File: config.mk
export PLATFORM = sky130hd
export DESIGN_NAME = inst_stat_unit_flat
export DESIGN_NICKNAME = d
export VERILOG_FILES = /design/src/rtl/stat_pkg.sv /design/src/rtl/inst_stat_unit_if.sv /design/src/rtl/stat_counter.sv /design/src/rtl/inst_stat_unit.sv /design/src/flat_wrapper.sv
export SDC_FILE = /design/constraint.sdc
export NUM_CORES = 1
export LEC_CHECK = 0
export CORE_ASPECT_RATIO = 0.7
export CORE_MARGIN = 3
export CORE_UTILIZATION = 25
export CTS_CLUSTER_DIAMETER = 50
export CTS_CLUSTER_SIZE = 30
export DETAILED_ROUTE_END_ITERATION = 8
export SETUP_SLACK_MARGIN = 0.15
export SLEW_MARGIN = 40
export SYNTH_ARGS = -nofsm -noshare
export SYNTH_HDL_FRONTEND = slang
export SYNTH_SLANG_ARGS = --single-unit
File: constraint.sdc
create_clock -name clk -period 23.8 [get_ports clk]
set_input_delay 7.14 -clock clk [delete_from_list [all_inputs] [get_ports clk]]
set_output_delay 7.14 -clock clk [all_outputs]
set_load 0.1 [all_outputs]
File: src/rtl/stat_pkg.sv
// Shared constants, FSM state type and instruction classifier for the
// retired-instruction statistics unit.
package stat_pkg;

  localparam int unsigned NUM_CH = 8;

  localparam logic [2:0] CH_R       = 3'd0;
  localparam logic [2:0] CH_I       = 3'd1;
  localparam logic [2:0] CH_J       = 3'd2;
  localparam logic [2:0] CH_SYSCALL = 3'd3;
  localparam logic [2:0] CH_LOAD    = 3'd4;
  localparam logic [2:0] CH_STORE   = 3'd5;
  localparam logic [2:0] CH_BRANCH  = 3'd6;
  localparam logic [2:0] CH_TOTAL   = 3'd7;

  localparam logic [5:0] OP_RTYPE     = 6'h00;
  localparam logic [5:0] OP_J         = 6'h02;
  localparam logic [5:0] OP_JAL       = 6'h03;
  localparam logic [5:0] OP_BRANCH_LO = 6'h04;
  localparam logic [5:0] OP_BRANCH_HI = 6'h07;
  localparam logic [5:0] OP_LOAD_LO   = 6'h20;
  localparam logic [5:0] OP_LOAD_HI   = 6'h25;
  localparam logic [5:0] OP_STORE_LO  = 6'h28;
  localparam logic [5:0] OP_STORE_HI  = 6'h2B;

  localparam logic [5:0] FUNCT_SYSCALL = 6'h0C;

  typedef enum logic [1:0] {
    IDLE = 2'd0,
    ACK  = 2'd1,
    HOLD = 2'd2
  } snap_state_e;

  // One bit per channel; an instruction may hit several channels at once.
  function automatic logic [NUM_CH-1:0] classify(logic [5:0] op, logic [5:0] funct);
    logic [NUM_CH-1:0] hit;
    hit              = '0;
    hit[CH_R]        = (op == OP_RTYPE);
    hit[CH_J]        = (op == OP_J) || (op == OP_JAL);
    hit[CH_I]        = !hit[CH_R] && !hit[CH_J];
    hit[CH_SYSCALL]  = (op == OP_RTYPE) && (funct == FUNCT_SYSCALL);
    hit[CH_LOAD]     = (op >= OP_LOAD_LO) && (op <= OP_LOAD_HI);
    hit[CH_STORE]    = (op >= OP_STORE_LO) && (op <= OP_STORE_HI);
    hit[CH_BRANCH]   = (op >= OP_BRANCH_LO) && (op <= OP_BRANCH_HI);
    hit[CH_TOTAL]    = 1'b1;
    return hit;
  endfunction

endpackage

File: src/rtl/inst_stat_unit_if.sv
// Retirement, control and readout signals of the statistics unit.
interface inst_stat_unit_if #(
  parameter int unsigned CNT_W = 32
);
  logic             retire_valid;
  logic [31:0]      inst;
  logic [31:0]      a0;
  logic             clr_req;
  logic             snap_req;
  logic             snap_ack;
  logic [2:0]       rd_idx;
  logic [CNT_W-1:0] rd_data;
  logic [CNT_W-1:0] live_total;
  logic [7:0]       ovf_flags;
  logic [31:0]      hex_out;
  logic             hex_valid;

  modport master (
    output retire_valid, inst, a0, clr_req, snap_req, rd_idx,
    input  snap_ack, rd_data, live_total, ovf_flags, hex_out, hex_valid
  );

  modport slave (
    input  retire_valid, inst, a0, clr_req, snap_req, rd_idx,
    output snap_ack, rd_data, live_total, ovf_flags, hex_out, hex_valid
  );
endinterface

File: src/rtl/stat_counter.sv
// Single event counter with synchronous clear, saturate-or-wrap policy and
// sticky overflow flag.
module stat_counter #(
  parameter int unsigned CNT_W    = 32,
  parameter bit          SATURATE = 1'b1
) (
  input  logic             clk,
  input  logic             rst,
  input  logic             inc,
  input  logic             clr,
  output logic [CNT_W-1:0] cnt,
  output logic             ovf
);
  localparam logic [CNT_W-1:0] CNT_MAX = '1;

  logic [CNT_W-1:0] cnt_d, cnt_q;
  logic             ovf_d, ovf_q;

  // Clear wins over a same-cycle increment.
  always_comb begin
    cnt_d = cnt_q;
    ovf_d = ovf_q;
    if (clr) begin
      cnt_d = '0;
      ovf_d = 1'b0;
    end else if (inc) begin
      if (cnt_q == CNT_MAX) begin
        if (!SATURATE) begin
          cnt_d = '0;
          ovf_d = 1'b1;
        end
      end else begin
        cnt_d = cnt_q + CNT_W'(1);
      end
    end
  end

  always_ff @(posedge clk or posedge rst) begin
    if (rst) begin
      cnt_q <= '0;
      ovf_q <= 1'b0;
    end else begin
      cnt_q <= cnt_d;
      ovf_q <= ovf_d;
    end
  end

  assign cnt = cnt_q;
  assign ovf = ovf_q;

endmodule

File: src/rtl/inst_stat_unit.sv
// Retired-instruction statistics: eight class counters, a request/ack
// snapshot bank with registered readout, and a syscall $a0 latch.
module inst_stat_unit
  import stat_pkg::*;
#(
  parameter int unsigned CNT_W    = 32,
  parameter bit          SATURATE = 1'b1
) (
  input  logic            clk,
  input  logic            rst,
  inst_stat_unit_if.slave bus
);
  typedef logic [CNT_W-1:0] cnt_t;

  logic [NUM_CH-1:0] hit_c;
  logic [NUM_CH-1:0] ovf_c;
  cnt_t              live_c   [NUM_CH];
  cnt_t              shadow_d [NUM_CH];
  cnt_t              shadow_q [NUM_CH];
  cnt_t              rd_data_d, rd_data_q;
  snap_state_e       state_d, state_q;
  logic              snap_ack_d, snap_ack_q;
  logic              capture_c;
  logic [31:0]       hex_d, hex_q;
  logic              hex_valid_d, hex_valid_q;
  logic              unused_inst_c;

  // Only opcode and funct fields take part in classification.
  assign unused_inst_c = ^bus.inst[25:6];
  assign hit_c = bus.retire_valid ? classify(bus.inst[31:26], bus.inst[5:0]) : '0;

  for (genvar ch = 0; ch < int'(NUM_CH); ch++) begin : g_cnt
    stat_counter #(
      .CNT_W    (CNT_W),
      .SATURATE (SATURATE)
    ) u_cnt (
      .clk (clk),
      .rst (rst),
      .inc (hit_c[ch]),
      .clr (bus.clr_req),
      .cnt (live_c[ch]),
      .ovf (ovf_c[ch])
    );
  end

  // Snapshot handshake: capture on entry to ACK, one-cycle ack, wait for release.
  always_comb begin
    state_d    = state_q;
    snap_ack_d = 1'b0;
    capture_c  = 1'b0;
    case (state_q)
      IDLE: begin
        if (bus.snap_req) begin
          capture_c  = 1'b1;
          snap_ack_d = 1'b1;
          state_d    = ACK;
        end
      end
      ACK: begin
        state_d = HOLD;
      end
      HOLD: begin
        if (!bus.snap_req) begin
          state_d = IDLE;
        end
      end
      default: begin
        state_d = IDLE;
      end
    endcase
  end

  // Shadow copies the counters as they stand before this edge's update.
  always_comb begin
    shadow_d = shadow_q;
    if (capture_c) begin
      shadow_d = live_c;
    end
    rd_data_d   = shadow_q[bus.rd_idx];
    hex_d       = hex_q;
    hex_valid_d = hex_valid_q;
    if (hit_c[CH_SYSCALL]) begin
      hex_d       = bus.a0;
      hex_valid_d = 1'b1;
    end
  end

  always_ff @(posedge clk or posedge rst) begin
    if (rst) begin
      state_q     <= IDLE;
      snap_ack_q  <= 1'b0;
      shadow_q    <= '{default: '0};
      rd_data_q   <= '0;
      hex_q       <= '0;
      hex_valid_q <= 1'b0;
    end else begin
      state_q     <= state_d;
      snap_ack_q  <= snap_ack_d;
      shadow_q    <= shadow_d;
      rd_data_q   <= rd_data_d;
      hex_q       <= hex_d;
      hex_valid_q <= hex_valid_d;
    end
  end

  assign bus.snap_ack   = snap_ack_q;
  assign bus.rd_data    = rd_data_q;
  assign bus.live_total = live_c[CH_TOTAL];
  assign bus.ovf_flags  = ovf_c;
  assign bus.hex_out    = hex_q;
  assign bus.hex_valid  = hex_valid_q;

endmodule
File: src/flat_wrapper.sv
// flat-port wrapper written by rule: the top's interface ports become plain ports
module inst_stat_unit_flat import stat_pkg::*;
#(
  parameter int unsigned CNT_W    = 32,
  parameter bit          SATURATE = 1'b1
)
  (clk, rst, bus_retire_valid, bus_inst, bus_a0, bus_clr_req, bus_snap_req, bus_rd_idx, bus_snap_ack, bus_rd_data, bus_live_total, bus_ovf_flags, bus_hex_out, bus_hex_valid);
  inst_stat_unit_if #(.CNT_W(CNT_W)) bus_i ();
  input  logic clk;
  input  logic rst;
  input wire logic [$bits(bus_i.retire_valid)-1:0] bus_retire_valid;
  input wire logic [$bits(bus_i.inst)-1:0] bus_inst;
  input wire logic [$bits(bus_i.a0)-1:0] bus_a0;
  input wire logic [$bits(bus_i.clr_req)-1:0] bus_clr_req;
  input wire logic [$bits(bus_i.snap_req)-1:0] bus_snap_req;
  input wire logic [$bits(bus_i.rd_idx)-1:0] bus_rd_idx;
  output wire logic [$bits(bus_i.snap_ack)-1:0] bus_snap_ack;
  output wire logic [$bits(bus_i.rd_data)-1:0] bus_rd_data;
  output wire logic [$bits(bus_i.live_total)-1:0] bus_live_total;
  output wire logic [$bits(bus_i.ovf_flags)-1:0] bus_ovf_flags;
  output wire logic [$bits(bus_i.hex_out)-1:0] bus_hex_out;
  output wire logic [$bits(bus_i.hex_valid)-1:0] bus_hex_valid;
  assign bus_i.retire_valid = bus_retire_valid;
  assign bus_i.inst = bus_inst;
  assign bus_i.a0 = bus_a0;
  assign bus_i.clr_req = bus_clr_req;
  assign bus_i.snap_req = bus_snap_req;
  assign bus_i.rd_idx = bus_rd_idx;
  assign bus_snap_ack = bus_i.snap_ack;
  assign bus_rd_data = bus_i.rd_data;
  assign bus_live_total = bus_i.live_total;
  assign bus_ovf_flags = bus_i.ovf_flags;
  assign bus_hex_out = bus_i.hex_out;
  assign bus_hex_valid = bus_i.hex_valid;
  inst_stat_unit #(.CNT_W(CNT_W), .SATURATE(SATURATE)) u_core (.clk(clk), .rst(rst), .bus(bus_i));
endmodule
==> impl_metrics.toml, run 1 <==
[yosys]
yosys_warnings = 0
synth_seq_cells = 580
synth_ff_type = "dfrtp_1"
synth_edf_count = 0
syn_avg_cell_area_um2 = 11.33
synthCells = 2467
synth_cell_types = 62
syn_area_um2 = 27950
yosysSeqAreaShare = 0.5192
synthArstFlopShare = 1.000

[sta]
fmax_ghz = 0.1013
hold_viol = 0
min_period_ns = 9.870
setup_viol = 0
slew_viol_final = 0
tns_ns = 0
max_slew_margin = 0.4173
finClkSkew_ns = 0.03637
worst_slew_pin_slew_ns = 0.8661
rsz0062_at_grt = "no"
period_share = 0.4147
holdWs_ns = 0.4702

[final_layout]
layout_commonest_cell = "dfrtp_1"
seqCellArea_um2 = 14510
drive_gt1_frac = 0.2578
fillers = 11210
diodes = 0
stdcell_count = 4084
fin_nets = 2669
multi_input_area_um2 = 12860
area_delta_synth_final_pct = 18.26
final_cell_mix = "580 x dfrtp_1, 324 x mux2_2, 206 x nand2_1"
finish.utilization = 0.3014

[clock_network]
cts_setup_buffers = 0
clock-root-buffer = "clkbuf_16"
clk_pin_slew_ns = 0.07
cts_made_buffers = 67
htreeDepth = 3
cts_tree = "yes"
ctsResizeCount = 0
max-clock-path-buffers = 3
cts_sinks = 580
clock_latency_ns = 0.65
cts_hold_buf = 0

[critical_path]
crit_end = "u_core.g_cnt[5].u_cnt.cnt[27]"
r2r_setup_slack_ns = 20.79
end_kind = "flip-flop"
critPathLaunchType = "primary input"
worstSetupPathType = "in2reg"
worstPathRequired_ns = 24.33
slowest_stage = "nor4_1"
critical_path.cell_chain = "clkdlybuf4s50_1, or4bb_1, nor4_1, nor4b_4, nand4_1, mux2_2"
worstPathMaxFanout = 8
crit_start = "bus_inst[31]"
r2r_start = "u_core.g_cnt[3].u_cnt.cnt[0]"
reg2reg_depth = 6
arrival_ns = 10.40
max_stage_delay_ns = 0.77
rr_endpoint = "u_core.g_cnt[3].u_cnt.cnt[26]"

[power]
pwr-share-clk = 0.483
switching_share = 0.2740
p_leak_nw = 14.06
power_frac_comb = 0.081
p_sw_mw = 0.6266
ir_drop_mv = 0.04744
share_seq_of_total_power = 0.436
p_per_area_nw_per_um2 = 69.17
power_mw = 2.287
internal_power_mw = 1.660

[flow_run]
cap_violations = 0

[grt]
grt_util_all_layers = 0.1338
grt-ovfl-total = 0
grt_pass1_vias = 19500
grt_max_degree = 102
grt_pass1_wl_um = 121200
antenna_found_initial = 8

[die]
dieArea_um2 = 115900
die_h_um = 285.8
row_count = 101
core_um2 = 109700
start_util = 0.2548
pin_count = 178
die_width_um = 405.7

[drt]
initialDrtViolationCount = 1881
ant_nets = 0
wl_per_cell_um = 19.30
viasPerCell = 5.122
vias = 20920
drt-pass1-iter-count = 6
drt-total-wl_um = 78810
wl_met2_um = 30260
highest_layer = "met5"
wl_met3_um = 7262
wl_met1_um = 39640
drc = 0

[placed_design]
portBuffers = 149
dp_hpwl_um = 55510
dpl.cell_count = 3962
place.gp.congestion = 0.8678

[status]
status = "completed"

[min_path]
hold_class = "reg2reg"
hold_depth = 1
synth_stat cells (3+ instances only):
library cell,instances,share of area
dfrtp_1,580,0.52
mux2_2,324,0.13
nand2_1,206,0.028
a21oi_1,170,0.030
nor2_1,114,0.015
clkbuf_1,111,0.015
o21ai_0,97,0.017
nand4_1,92,0.021
or3_1,91,0.020
or4_1,87,0.023
nand3_1,85,0.015
o31ai_1,77,0.021
mux4_2,64,0.052
nor2b_1,39,0.0087
nor4_1,39,0.0087
inv_1,36,0.0048
xnor2_1,30,0.0094
and4_1,28,0.0088
and3_1,26,0.0058
nor3_1,22,0.0039
and2_1,14,0.0031
buf_1,14,0.0019
xor2_1,10,0.0031
buf_4,8,0.0021
ha_1,8,0.0036
nor3b_1,8,0.0021
or2_2,8,0.0018
a311oi_1,7,0.0022
mux2i_1,7,0.0025
a31o_2,5,0.0016
nand2b_1,5,0.0011
a211oi_1,4,0.0011
nor4bb_1,4,0.0014
a2111oi_0,3,0.00094
a31oi_1,3,0.00067
nand3b_1,3,0.00081
o211ai_1,3,0.00081
critical path, delay by kind of cell:
kind                   cells  cell delay (ns)
muxes                      1             0.31
and+or+nand+nor            4             2.28
buffers and inverters      1             0.65
power by group through the flow:
stage          clock (mW)  combinational, mW  sequential [mW]
5_1_grt              1.18              0.199            0.998
4_1_cts              1.13              0.189            0.998
3_5_place_dp            0              0.189             1.02
2_1_floorplan           0              0.130             1.03
3_3_place_gp            0              0.185             1.02
6_report             1.10              0.186            0.997
sequential cells by signal, summed over array words and instances (netlist names):
| signal | count |
|---|---|
| u_core.bus.hex_out | 32 |
| u_core.bus.hex_valid | 1 |
| u_core.bus.rd_data | 32 |
| u_core.bus.snap_ack | 1 |
| u_core.g_cnt.u_cnt.cnt | 256 |
| u_core.shadow_q | 256 |
| u_core.state_q | 2 |
cells by family after synthesis:
kind of cell	synth area share
buffers and inverters	0.02493
xor gates and xnor gates	0.01253
AOI/OAI and AO/OA	0.08128
adders and majority gates	0.003581
muxes	0.1846
and+or+nand+nor	0.1738
DFF	0.5192
other	0.0001341
worst min path at each step:
stage,end,startpoint
finish,u_core.bus.hex_valid,u_core.bus.hex_valid
global placement,u_core.bus.hex_valid,u_core.bus.hex_valid
detailed placement,u_core.bus.hex_out[30],u_core.bus.hex_out[30]
floorplan,u_core.state_q[0],u_core.state_q[1]
CTS,u_core.bus.hex_out[22],u_core.bus.hex_out[22]
global route,u_core.bus.hex_out[23],u_core.bus.hex_out[23]
through the flow:
stage / worst slack (ns) / area (um^2)
5_1_grt: 13.84 / 33060
2_1_floorplan: 0.4322 / 27980
3_3_place_gp: 13.05 / 31000
6_report: 13.93 / 33060
3_5_place_dp: 13.17 / 30610
4_1_cts: 13.85 / 33010
area by class of cell:
type,count,share of cell area
Timing Repair Buffer,183,0.04069
Sequential cell,580,0.4390
Clock buffer,71,0.05272
Inverter,36,0.004315
Tap cell,1442,0.05458
Multi-Input combinational cell,1721,0.3889
Clock inverter,51,0.01976
routing by layer:
metal  GRT usage  up-vias
met2      0.1708      707
met4     0.03180        6
li1            -     9519
met5    0.005013        -
met3     0.04112      110
met1      0.2121    10580
Note: power is estimated with default switching activity, not from simulation.
==> run 2: changes to the inputs <==
Clock period 23.8 ns to 10.1 ns, I/O delays scaled along.
==> run 2 against run 1 <==
Against the previous run:
- global-route usage is 0.14 points lower
- setup slack worse by 9.6 ns
- power is 130% higher
- hold slack worse by 0.0013 ns
- critical endpoint unchanged
- highest routed layer unchanged
==> impl_metrics.toml, run 2 (same netlist as run 1, synthesis figures left out) <==
[die]
row_count = 101
die_h_um = 285.8
core_um2 = 109700
pin_count = 178
die_width_um = 405.7
start_util = 0.2548
dieArea_um2 = 115900

[clock_network]
htreeDepth = 2
cts_made_buffers = 61
cts_hold_buf = 0
cts_setup_buffers = 0
clock_latency_ns = 0.65
max-clock-path-buffers = 3
clk_pin_slew_ns = 0.07
cts_tree = "yes"
cts_sinks = 580
clock-root-buffer = "clkbuf_16"
ctsResizeCount = 0

[placed_design]
place.gp.congestion = 0.8729
portBuffers = 149
dpl.cell_count = 3964
dp_hpwl_um = 55120
placed_area_um2 = 30680
pre_cts_ws_ns = 3.833

[sta]
finClkSkew_ns = 0.03451
min_period_ns = 5.766
timing.final.ws_setup_ns = 4.334
slew_viol_final = 0
max_slew_margin = 0.4125
setup_viol = 0
fmax_ghz = 0.1734
hold_viol = 0
worst_slew_pin_slew_ns = 0.8746
rsz0062_at_grt = "no"
period_share = 0.5709

[critical_path]
end_kind = "flip-flop"
worstPathRequired_ns = 10.62
r2r_start = "u_core.g_cnt[3].u_cnt.cnt[3]"
critPathLaunchType = "primary input"
rr_endpoint = "u_core.g_cnt[3].u_cnt.cnt[31]"
arrival_ns = 6.29
worstSetupPathType = "in2reg"
worstPathMaxFanout = 8
r2r_setup_slack_ns = 6.99
reg2reg_depth = 6

[power]
ir_drop_mv = 0.1412
power_frac_comb = 0.085
pwr-share-clk = 0.467
share_seq_of_total_power = 0.449
p_per_area_nw_per_um2 = 159.1
power_mw = 5.238
p_sw_mw = 1.393
internal_power_mw = 3.845
switching_share = 0.2659
p_leak_nw = 13.99

[drt]
drt-total-wl_um = 78050
wl_per_cell_um = 19.13
initialDrtViolationCount = 2101
viasPerCell = 5.119
vias = 20880
ant_nets = 0
drc = 0
drt-pass1-iter-count = 6

[grt]
grt_max_degree = 130
grt_pass1_vias = 19460
grt-ovfl-total = 0
antenna_found_initial = 6
grt_util_all_layers = 0.1324
grt_pass1_wl_um = 120800

[final_layout]
final_cell_mix = "580 x dfrtp_1, 324 x mux2_2, 206 x nand2_1"
drive_gt1_frac = 0.2545
stdcell_count = 4080
layout_commonest_cell = "dfrtp_1"
postLayoutCellArea_um2 = 32930
area_delta_synth_final_pct = 17.80
fin_nets = 2665

[status]
status = "completed"

[min_path]
hold_end = "u_core.bus.hex_out[3]"
hold_depth = 2
hold_class = "reg2reg"
hold_start = "u_core.bus.hex_out[3]"

[flow_run]
cap_violations = 0
run 2: cell types whose count changed in the layout (fill, tap and decap cells not counted), sizes merged:
cell,delta
inv,-10
clkbuf,-3
clkinvlp,+3
buf,+2
bufinv,+2
clkinv,+1
diode,+1
run 2: power groups by stage:
| stage | registers (mW) | clock network (mW) | logic, mW |
|---|---|---|---|
| final | 2.35 | 2.44 | 0.444 |
| after global routing | 2.35 | 2.61 | 0.478 |
| after CTS | 2.35 | 2.52 | 0.453 |
| after detailed placement | 2.39 | 0 | 0.453 |
| after global placement | 2.39 | 0 | 0.440 |
| after floorplan | 2.42 | 0 | 0.306 |
run 2: stage by stage:
| step | utilization | hold WS (ns) | setup TNS (ns) |
|---|---|---|---|
| after detailed placement | 0.2797 | 0.4565 | 0 |
| final | 0.3002 | 0.4689 | 0 |
| after global routing | 0.3002 | 0.4955 | 0 |
| after global placement | 0.2828 | 0.4545 | 0 |
| after floorplan | - | 0.4519 | -483.42 |
| after CTS | 0.3000 | 0.4727 | 0 |
run 2: cell type report:
| class | instances | area (um^2) |
|---|---|---|
| diodes | 1 | 2.502 |
| fillers | 11210 | 76760 |
| clock buffers | 68 | 1625 |
| clock inverters | 47 | 603.1 |
| well taps | 1442 | 1804 |
| flip-flops and latches | 580 | 14510 |
| inverters | 36 | 138.9 |
| multi-input cells | 1721 | 12840 |
| repair buffers | 185 | 1398 |
run 2: worst max-delay path by stage:
stage                             from                       endpoint  slack [ns]
final                     bus_inst[31]  u_core.g_cnt[5].u_cnt.cnt[27]        4.33
after global routing      bus_inst[31]  u_core.g_cnt[5].u_cnt.cnt[27]        4.26
after CTS                 bus_inst[31]  u_core.g_cnt[5].u_cnt.cnt[27]        4.52
after detailed placement  bus_inst[31]  u_core.g_cnt[5].u_cnt.cnt[27]        3.83
after global placement    bus_inst[31]  u_core.g_cnt[5].u_cnt.cnt[27]        3.59
after floorplan                    rst          u_core.bus.hex_out[0]       -0.83
run 2: critical path, cell delays in order:
cell             delay (ns)
clkdlybuf4s50_1        0.63
or4bb_1                0.68
nor4_1                 0.80
nor4b_4                0.65
nand4_1                0.19
mux2_2                 0.31
run 2: routing by layer:
| metal | GRT usage | wire [um] | up-vias |
|---|---|---|---|
| met1 | 0.2083 | 38750 | 10550 |
| met4 | 0.02933 | 1490 | 6 |
| li1 | - | - | 9505 |
| met2 | 0.1692 | 30130 | 736 |
| met3 | 0.04508 | 7647 | 85 |
| met5 | 0 | 31 | - |
